**src/rtl/game_state_ctrl.sv**
```systemverilog
// game_state_ctrl: game-flow sequencer for the plane game.
// It runs the IDLE/PLAY/HIT/OVER flow, counts frames from the HDMI
// field sync into a four-digit BCD score, tracks lives and drives the
// freeze and blink controls used by the sprite logic.
// Optional feature: define GAME_HISCORE_EN to keep a best-score register
// that updates on entry to OVER. Without it, hiscore is tied to zero.
module game_state_ctrl #(
  parameter int unsigned LIVES_INIT    = 3,
  parameter int unsigned SCORE_FRAMES  = 60,
  parameter int unsigned INVULN_FRAMES = 120
) (
  input  logic        clk,
  input  logic        Rst,
  input  logic        RGB_VSync,
  input  logic        CRASH,
  input  logic        key1,
  input  logic        key2,
  output logic [1:0]  game_state,
  output logic        freeze,
  output logic        blink,
  output logic [15:0] score,
  output logic [1:0]  lives,
  output logic [15:0] hiscore
);

  // state     | meaning
  // ST_IDLE   | attract screen, motion frozen, waiting for a key press
  // ST_PLAY   | game running, score ticking, a crash costs one life
  // ST_HIT    | invulnerable after a crash, sprite blinks, score ticking
  // ST_OVER   | no lives left, score and lives frozen, press returns to IDLE
  typedef enum logic [1:0] {
    ST_IDLE = 2'b00,
    ST_PLAY = 2'b01,
    ST_HIT  = 2'b10,
    ST_OVER = 2'b11
  } state_t;

  localparam logic [1:0] LIVES_LD   = 2'(LIVES_INIT);
  localparam logic [7:0] SCORE_LAST = 8'(SCORE_FRAMES - 1);
  localparam logic [7:0] INV_LAST   = 8'(INVULN_FRAMES - 1);

  state_t      state;
  state_t      state_nxt;
  logic [7:0]  frame_cnt;
  logic [7:0]  frame_cnt_nxt;
  logic [7:0]  inv_cnt;
  logic [7:0]  inv_cnt_nxt;
  logic [15:0] score_nxt;
  logic [1:0]  lives_nxt;

  logic        vs_meta;
  logic        vs_sync;
  logic        vs_prev;
  logic        frame_tick;

  logic        key_any;
  logic        key_prev;
  logic        key_armed;
  logic        press;

  // Four-digit BCD increment with per-digit carry; 9999 is a ceiling.
  function automatic logic [15:0] bcd_inc(input logic [15:0] val);
    logic [15:0] res;
    logic        carry;
    res   = val;
    carry = 1'b1;
    if (val != 16'h9999) begin
      for (int i = 0; i < 4; i++) begin
        if (carry) begin
          if (res[i*4 +: 4] == 4'd9) begin
            res[i*4 +: 4] = 4'd0;
          end else begin
            res[i*4 +: 4] = res[i*4 +: 4] + 4'd1;
            carry         = 1'b0;
          end
        end
      end
    end
    return res;
  endfunction

  // Field sync crosses into clk through two flops; a third flop gives the
  // previous level so the rising edge becomes a registered one-cycle tick.
  always_ff @(posedge clk or negedge Rst) begin
    if (!Rst) begin
      vs_meta    <= 1'b0;
      vs_sync    <= 1'b0;
      vs_prev    <= 1'b0;
      frame_tick <= 1'b0;
    end else begin
      vs_meta    <= RGB_VSync;
      vs_sync    <= vs_meta;
      vs_prev    <= vs_sync;
      frame_tick <= vs_sync & ~vs_prev;
    end
  end

  assign key_any = key1 | key2;
  // A press needs the keys to have been seen released since reset, so a
  // button held through reset release cannot start a game on its own.
  assign press   = key_any & ~key_prev & key_armed;

  // Key edge detector: previous level plus the released-since-reset flag.
  always_ff @(posedge clk or negedge Rst) begin
    if (!Rst) begin
      key_prev  <= 1'b0;
      key_armed <= 1'b0;
    end else begin
      key_prev <= key_any;
      if (!key_any) begin
        key_armed <= 1'b1;
      end
    end
  end

  // Next-state, counter and score logic for the game flow.
  always_comb begin
    state_nxt     = state;
    frame_cnt_nxt = frame_cnt;
    inv_cnt_nxt   = inv_cnt;
    score_nxt     = score;
    lives_nxt     = lives;
    case (state)
      ST_IDLE: begin
        if (press) begin
          state_nxt     = ST_PLAY;
          score_nxt     = 16'h0000;
          lives_nxt     = LIVES_LD;
          frame_cnt_nxt = 8'd0;
        end
      end
      ST_PLAY, ST_HIT: begin
        if (frame_tick) begin
          if (frame_cnt == SCORE_LAST) begin
            frame_cnt_nxt = 8'd0;
            score_nxt     = bcd_inc(score);
          end else begin
            frame_cnt_nxt = frame_cnt + 8'd1;
          end
        end
        if (state == ST_PLAY) begin
          if (CRASH) begin
            lives_nxt = lives - 2'd1;
            if (lives == 2'd1) begin
              state_nxt = ST_OVER;
            end else begin
              state_nxt   = ST_HIT;
              inv_cnt_nxt = 8'd0;
            end
          end
        end else if (frame_tick) begin
          if (inv_cnt == INV_LAST) begin
            state_nxt   = ST_PLAY;
            inv_cnt_nxt = 8'd0;
          end else begin
            inv_cnt_nxt = inv_cnt + 8'd1;
          end
        end
      end
      ST_OVER: begin
        if (press) begin
          state_nxt = ST_IDLE;
        end
      end
      default: begin
        state_nxt = ST_IDLE;
      end
    endcase
  end

  // State, counters and registered outputs; freeze and blink are derived
  // from the next state so they line up with game_state.
  always_ff @(posedge clk or negedge Rst) begin
    if (!Rst) begin
      state     <= ST_IDLE;
      frame_cnt <= 8'd0;
      inv_cnt   <= 8'd0;
      score     <= 16'h0000;
      lives     <= LIVES_LD;
      freeze    <= 1'b1;
      blink     <= 1'b0;
    end else begin
      state     <= state_nxt;
      frame_cnt <= frame_cnt_nxt;
      inv_cnt   <= inv_cnt_nxt;
      score     <= score_nxt;
      lives     <= lives_nxt;
      freeze    <= (state_nxt == ST_IDLE) || (state_nxt == ST_OVER);
      blink     <= (state_nxt == ST_HIT) && inv_cnt_nxt[3];
    end
  end

  assign game_state = state;

`ifdef GAME_HISCORE_EN
  // Best score captured on entry to OVER; packed BCD orders like binary,
  // so a plain unsigned compare is a correct BCD compare.
  always_ff @(posedge clk or negedge Rst) begin
    if (!Rst) begin
      hiscore <= 16'h0000;
    end else if ((state_nxt == ST_OVER) && (state != ST_OVER) &&
                 (score_nxt > hiscore)) begin
      hiscore <= score_nxt;
    end
  end
`else
  assign hiscore = 16'h0000;
`endif

endmodule
```
**config.mk**
```make
export PLATFORM = sky130hd
export DESIGN_NAME = game_state_ctrl
export DESIGN_NICKNAME = d
export VERILOG_FILES = /design/src/rtl/game_state_ctrl.sv
export SDC_FILE = /design/constraint.sdc
export NUM_CORES = 1
export LEC_CHECK = 0
export ABC_AREA = 1
export BUFFER_PORTS_ARGS = -buffer_cell sky130_fd_sc_hd__buf_2
export CAP_MARGIN = 10
export CORE_MARGIN = 10
export CORE_UTILIZATION = 55
export DETAILED_ROUTE_END_ITERATION = 10
export HOLD_SLACK_MARGIN = 0.03
export PLACE_DENSITY = 0.83
export SLEW_MARGIN = 30
export SYNTH_ARGS = -nofsm -noshare
export SYNTH_HDL_FRONTEND = slang
export SYNTH_SLANG_ARGS = --single-unit
```
**constraint.sdc**
```tcl
create_clock -name clk -period 4 [get_ports clk]
set_input_delay 0.8 -clock clk [delete_from_list [all_inputs] [get_ports clk]]
set_output_delay 0.8 -clock clk [all_outputs]
set_load 0.01 [all_outputs]
```
==> run_results.csv, run 1 <==
group,metric,value,unit
floorplan,dieHeight,89.0,um
synth,yosys.area.top_type,"dfrtp_1",
worst_setup_path,cpMaxStageDelayCell,"ha_1",
placement,gp_congestion,0.819,
synth,synthCells,332,
sta,fmax,411,MHz
power,power,2020,uW
synth,yosys.area.top_type_share,0.392,
placement,dpl.hpwl,3940,um
worst_setup_path,arrival,2.62,ns
power,p_int,1070,uW
sta,finClkSkew,0.0131,ns
routing,vias,2175,
worst_setup_path,crit_buf_inv,2,
synth,async_flop_share,1.00,
global_route,grt_pass1_wl,9310,um
worst_setup_path,cp.required,4.19,ns
worst_setup_path,critical_path.startpoint_type,"register",
clocking,cts_resized,0,
cells_and_area,layout-drive-gt1-share,0.143,
sta,final_hold_viol_count,0,
worst_setup_path,cp_common_cell,"nand2_1",
worst_setup_path,reg2reg_slack,1.57,ns
routing,drtIter0Drc,111,
sta,period_needed,2.43,ns
synth,synth_commonest_cells,"nand2_1, nor2_1, dfrtp_1, nand3_1, inv_1",
placement,portBuffers,27,
synth,netlist_area,2620,sq um
clocking,holdBufCountCts,0,
synth,synth_edf_count,0,
floorplan,io_pins,44,
sta,setup_tns,0,ns
clocking,cts_setup_buffers,0,
clocking,htree_levels,2,
routing,vias_per_cell,5.22,
synth,netlist_top_cells_area,"dfrtp_1, nand2_1, ha_1, nor2_1, nand3_1",
clocking,numCtsBuffers,5,
power,power_density,707,nW/um^2
global_route,grt_max_degree,45,
worst_setup_path,critPathKind,"reg -> reg",
routing,wirelength,5350,um
worst_setup_path,cp.depth,9,
synth,synth_xor_area_frac,0.0301,
clocking,cts_tree,"built",
worst_setup_path,r2r_end,"score[9]",
synth,synth_mux_area_frac,0.00383,
cells_and_area,area_delta_synth_final,9.19,%
synth,ys_ff_latch,44,
worst_setup_path,ff2ff_path_depth,9,
cells_and_area,n_fill_cell,403,
power,clock_power_share,0.173,
global_route,antenna_found_initial,0,
floorplan,floorplan.initialDensity,0.561,
clocking,path_clk_slew,0.09,ns
floorplan,core,4660,sq um
cells_and_area,antenna_cells,0,
clocking,clk_latency,0.31,ns
run_status,status,"finished clean",
cells_and_area,final_nets,384,
placement,placed_area,2740,sq um
hold_path,min_path_cells,0,
synth,synth_compound_area_frac,0.0732,
hold_path,min_from,"vs_meta",
synth,yosysSeqAreaShare,0.422,
power,switching_power,953,uW
routing,detail-route-antenna-nets,0,
synth,synth.most_common_cell,"nand2_1",
power,combPwrFrac,0.489,
worst_setup_path,critPathMaxStageDelay,0.60,ns
worst_setup_path,cp_max_fo,14,
power,switching_share,0.472,
floorplan,die_area,7910,sq um
sta,slew_viol_final,0,
global_route,grt_pass1_vias,2135,
sta,rsz0062_at_grt,"no",
global_route,grt_use_total,0.146,
cells_and_area,utilization,0.613,
routing,first_pass_iters,4,
synth,avgSynthCellArea,7.88,sq um
synth,yosysWarnings,0,
synth,synth_simple_gate_area_frac,0.290,
routing,remaining_drc_errors,0,
cells_and_area,fin_area,2860,sq um
job,drv_cap,0,
hold_path,hold_path_end,"vs_sync",
synth,synthAdderAreaFrac,0.0766,
clocking,clkSinkCount,44,
power,p_leak,0.00146,uW
synth,synth_top_family_by_area,"simple AND/OR/NAND/NOR gates",
routing,wl_per_cell,12.8,um
synth,synth_ff_type,"dfrtp_1",
sta,post-route-period-util,0.609,
worst_setup_path,cp_top_family,"simple AND/OR/NAND/NOR gates",
hold_path,hp-class,"reg -> reg",
synth,yosysUniqueCellTypes,31,
global_route,overflow,0,
sta,worstMarginPinSlew,0.540,ns
worst_setup_path,r2r_start,"game_state[0]",
power,pwr-share-seq,0.338,
power,ir_drop,446,uV
floorplan,row_count,25,
worst_setup_path,end_kind,"register",
sta,relSlewSlack,0.640,
worst_setup_path,startpoint,"game_state[0]",
worst_setup_path,crit_chain,"inv_1 > ha_1 > inv_2 > nand2_1 > nand3_4 > nor2_4 > nand3_1 > nand2_1 > nand2_1",
floorplan,die_x,89.0,um
clocking,cts.path.max_buffers,2,
clocking,cts-root-buf,"clkbuf_8",
sta,finalSetupViolations,0,
-- layer usage --
metal,track usage,part of all wire,vias up
met3,0.0337,0.040,9
met2,0.254,0.49,42
met1,0.172,0.46,1022
met5,0,0,-
li1,-,-,1102
met4,0.0491,0.013,0
-- stage by stage --
stage | worst slack (ns) | instances | hold slack [ns]
floorplan | 2.23 | 347 | 0.331
global placement | 1.75 | 409 | 0.342
detailed placement | 1.62 | 409 | 0.336
CTS | 1.58 | 417 | 0.368
global route | 1.31 | 417 | 0.378
finish | 1.57 | 417 | 0.365
-- sequential cells by signal, indices dropped and copies added (netlist names) --
signal / cells
key_prev: 1
blink: 1
frame_tick: 1
inv_cnt: 8
score: 16
frame_cnt: 8
key_armed: 1
vs_sync: 1
game_state: 2
lives: 2
vs_prev: 1
freeze: 1
vs_meta: 1
-- kinds of logic (layout without fill, tap and decap cells) --
kind of cell               count (synthesis)  count (layout)
and+or+nand+nor                          172             172
buffers and inverters                     54              70
DFF                                       44              44
AOI/OAI and AO/OA                         35              35
adders and majority gates                 16              16
xor gates and xnor gates                   9               9
other                                      1              16
muxes                                      1               1
-- layout make-up --
| class | instances | area [sq um] | share of cell area |
|---|---|---|---|
| tap | 54 | 67.6 | 0.0237 |
| timing repair buffer | 27 | 138 | 0.0482 |
| clock inverter | 3 | 46.3 | 0.0162 |
| clock buffer | 5 | 68.8 | 0.0241 |
| sequential | 44 | 1100 | 0.387 |
| inverter | 35 | 131 | 0.0460 |
| multi-input combinational | 249 | 1300 | 0.455 |
-- cell usage in the layout, fill, tap and decap left out --
cell type / synthesis / routed
inv_6: 0 / 1
buf_4: 17 / 1
a22o_1: 1 / 1
clkbuf_8: 0 / 5
nand3_4: 1 / 1
nand4_1: 16 / 16
inv_1: 27 / 27
nand2_2: 1 / 1
dfrtp_1: 41 / 41
nor2_1: 43 / 43
nand3_1: 31 / 31
or2_1: 1 / 1
inv_2: 7 / 7
o21a_1: 2 / 2
o21ai_2: 1 / 1
bufinv_16: 0 / 1
conb_1: 1 / 16
nor2_2: 1 / 1
a21oi_1: 10 / 10
clkinvlp_4: 0 / 1
nand2_1: 75 / 75
o21ai_1: 6 / 6
ha_1: 16 / 16
or2_2: 2 / 2
nor2_4: 1 / 1
dfstp_2: 3 / 3
xor2_1: 5 / 5
o21bai_1: 1 / 1
mux2i_1: 1 / 1
buf_2: 1 / 26
clkinv_1: 1 / 1
a31oi_1: 1 / 1
o21ai_0: 13 / 13
xnor2_1: 4 / 4
-- power groups by stage --
stage          Sequential [uW]  Combinational (uW)  Clock, uW
2_1_floorplan              702                 711          0
3_3_place_gp               682                 946          0
3_5_place_dp               687                 978          0
4_1_cts                    680                 988        357
5_1_grt                    700                1130        373
6_report                   682                 987        349
-- how the worst max path moves through the flow --
stage | to | slack, ns
CTS | score[9] | 1.58
global route | score[11] | 1.31
floorplan | score[10] | 2.23
finish | score[9] | 1.57
global placement | score[10] | 1.75
detailed placement | score[9] | 1.62
Note: power is estimated with default switching activity, not from simulation.
==> inputs of run 2 (changes only) <==
Settings changed: ABC_AREA 1 to 0.
Clock period 4 ns to 2.5 ns, I/O delays scaled along.
==> run 2 against run 1 <==
Against the previous run: sequential power grew 44%; cell count shrank 18%; via count shrank 11%; sequential cell count is the same; clock-buffer cell count grew 1; die area shrank 1.8%; area after synthesis shrank 2.3%; cell area shrank 1.9%; critical endpoint is now score[4]; clock power grew 35%; core utilization grew 2.2 points.
==> run_results.csv, run 2 <==
group,metric,value,unit
synth,yosysUniqueCellTypes,57,
power,switching_power,1020,uW
floorplan,core,4410,sq um
cells_and_area,antenna_cells,0,
cells_and_area,final_common_cell,"dfrtp_1",
sta,period_needed,2.31,ns
cells_and_area,fin_area,2800,sq um
power,power_density,900,nW/um^2
cells_and_area,largestRegisters,"score: 16 flops, frame_cnt: 8 flops, inv_cnt: 8 flops",
sta,final_hold_viol_count,0,
clocking,cts.path.max_buffers,2,
routing,vias_per_cell,5.60,
floorplan,io_pins,44,
routing,drtIter0Drc,84,
floorplan,row_count,24,
floorplan,die_x,88.1,um
clocking,numCtsBuffers,5,
global_route,grt_pass1_wl,8760,um
cells_and_area,final_nets,313,
worst_setup_path,arrival,2.50,ns
global_route,met3_usage,0.0409,
run_status,status,"finished clean",
synth,synthCells,258,
synth,synth.most_common_cell,"dfrtp_1",
synth,ys_ff_latch,44,
floorplan,floorplan.initialDensity,0.579,
clocking,clkSinkCount,44,
routing,detail-route-antenna-nets,0,
worst_setup_path,crit_chain,"inv_1 > ha_1 > and2b_1 > a41oi_2 > a21oi_2 > nor3b_4 > mux2_2",
sta,slew_viol_final,0,
floorplan,dieHeight,88.1,um
cells_and_area,area_delta_synth_final,9.65,%
clocking,htree_levels,2,
cells_and_area,multiInputGateArea,1320,sq um
power,switching_share,0.406,
clocking,cts_setup_buffers,0,
routing,vias,1927,
worst_setup_path,end_kind,"register",
placement,gp_congestion,0.959,
synth,yosysSeqAreaShare,0.433,
hold_path,hp-class,"in -> async",
worst_setup_path,cp_top_family,"simple AND/OR/NAND/NOR gates",
floorplan,die_area,7770,sq um
global_route,grt_pass1_vias,1946,
synth,synth_edf_count,0,
power,p_leak,0.00133,uW
global_route,grt_use_met1,0.163,
sta,fmax,433,MHz
synth,synth_commonest_cells,"dfrtp_1, nand2_1, nor2_1, buf_4, ha_1",
synth,synth_top_family_by_area,"simple AND/OR/NAND/NOR gates",
power,combPwrFrac,0.421,
worst_setup_path,critPathMaxStageDelay,0.40,ns
sta,finalSetupViolations,0,
cells_and_area,layout-drive-gt1-share,0.209,
clocking,clk_latency,0.30,ns
worst_setup_path,critical_path.startpoint_type,"register",
cells_and_area,largest_register_ffs,16,
placement,dpl.hpwl,3910,um
synth,yosys.area.top_type,"dfrtp_1",
placement,placed_area,2700,sq um
sta,setup_tns,0,ns
cells_and_area,layout.cells.most_common_list,"dfrtp_1, buf_2, nand2_1, nor2_1",
synth,synth_simple_gate_area_frac,0.208,
routing,first_pass_iters,5,
global_route,grt_use_total,0.138,
synth,synthAdderAreaFrac,0.0784,
sta,finClkSkew,0.00617,ns
worst_setup_path,cp_max_fo,9,
worst_setup_path,cpMaxStageDelayCell,"dfrtp_1",
power,clock_power_share,0.188,
synth,synth_compound_area_frac,0.136,
synth,synth_mux_area_frac,0.0436,
clocking,holdBufCountCts,0,
routing,remaining_drc_errors,0,
synth,avgSynthCellArea,9.90,sq um
placement,portBuffers,27,
synth,synth_xor_area_frac,0.0274,
clocking,cts-root-buf,"clkbuf_8",
clocking,cts_tree,"built",
cells_and_area,top_register,"score",
clocking,cts_resized,0,
synth,synth_ff_type,"dfrtp_1",
global_route,antenna_found_initial,0,
worst_setup_path,cp.required,2.69,ns
global_route,grt_max_degree,28,
synth,yosysWarnings,0,
global_route,overflow,0,
cells_and_area,n_fill_cell,374,
synth,yosys.area.top_type_share,0.402,
power,p_int,1500,uW
synth,netlist_top_cells_area,"dfrtp_1, ha_1, buf_4, mux2_2, nand2_1",
job,drv_cap,0,
power,pwr-share-seq,0.391,
cells_and_area,area.sequential,1100,sq um
routing,wl_per_cell,14.8,um
clocking,path_clk_slew,0.08,ns
sta,rsz0062_at_grt,"no",
synth,netlist_area,2550,sq um
synth,async_flop_share,1.00,
global_route,gr-max-usage-layer,"met2",
routing,wirelength,5080,um
sta,post-route-period-util,0.923,
worst_setup_path,crit_buf_inv,1,
worst_setup_path,critPathKind,"reg -> reg",
power,ir_drop,562,uV
global_route,met2_usage,0.231,
-- run 2: worst paths after layout --
kind | from | to | slack (ns) | depth (start not counted)
setup / recovery | game_state[0] | score[4] | 0.19 | 7
hold / removal | Rst | game_state[1] | 0.11 | 1
setup reg to reg | game_state[0] | score[4] | 0.19 | 7
hold reg to reg | vs_meta | vs_sync | 0.36 | 0
max in group asynchronous | Rst | lives[0] | 1.66 | 2
min in group clk | RGB_VSync | vs_meta | 0.30 | 1
-- run 2: area by class of cell --
class / instances / area share
Multi-Input combinational cell: 196 / 0.471
Sequential cell: 44 / 0.395
Timing Repair Buffer: 31 / 0.0590
Clock buffer: 6 / 0.0295
Tap cell: 52 / 0.0232
Inverter: 13 / 0.0174
Clock inverter: 2 / 0.00536
-- run 2: power by group through the flow --
stage                     combinational, uW  sequential [uW]  clock [uW]
after floorplan                         722             1020           0
after global placement                 1020              991           0
after detailed placement               1060             1000           0
after CTS                              1070              985         487
after global routing                   1210             1000         517
final                                  1060              985         472
-- run 2: logic make-up (layout without fill, tap and decap cells) --
kind of cell / Yosys count / after routing
buf+inv: 33 / 52
compound gates: 52 / 52
other cells: 1 / 16
flops: 44 / 44
xor+xnor: 8 / 8
fa+ha+maj: 16 / 16
simple gates: 94 / 94
mux: 10 / 10
-- run 2: layer usage --
metal	wire (um)	share of wire	vias to the layer above
met1	2220	0.44	934
met2	2550	0.50	35
met5	0	0	-
met4	50	0.0098	0
met3	254	0.050	4
li1	-	-	954
-- run 2: through the flow --
| stage | total power, uW | cells | utilization | hold WS (ns) | worst slack, ns |
|---|---|---|---|---|---|
| 2_1_floorplan | 1750 | 273 | - | 0.204 | 0.395 |
| 3_3_place_gp | 2010 | 336 | 0.612 | 0.338 | 0.328 |
| 3_5_place_dp | 2060 | 336 | 0.612 | 0.341 | 0.212 |
| 4_1_cts | 2540 | 344 | 0.634 | 0.124 | 0.194 |
| 5_1_grt | 2730 | 344 | 0.634 | 0.136 | 0.0322 |
| 6_report | 2520 | 344 | 0.634 | 0.112 | 0.193 |
-- run 2: worst reg2reg max path, delay by kind of cell (launching register included) --
family / cells / cell delay (ns)
compound gates: 2 / 0.38
mux: 1 / 0.38
fa+ha+maj: 1 / 0.29
flops: 1 / 0.40
simple gates: 2 / 0.63
buf+inv: 1 / 0.11
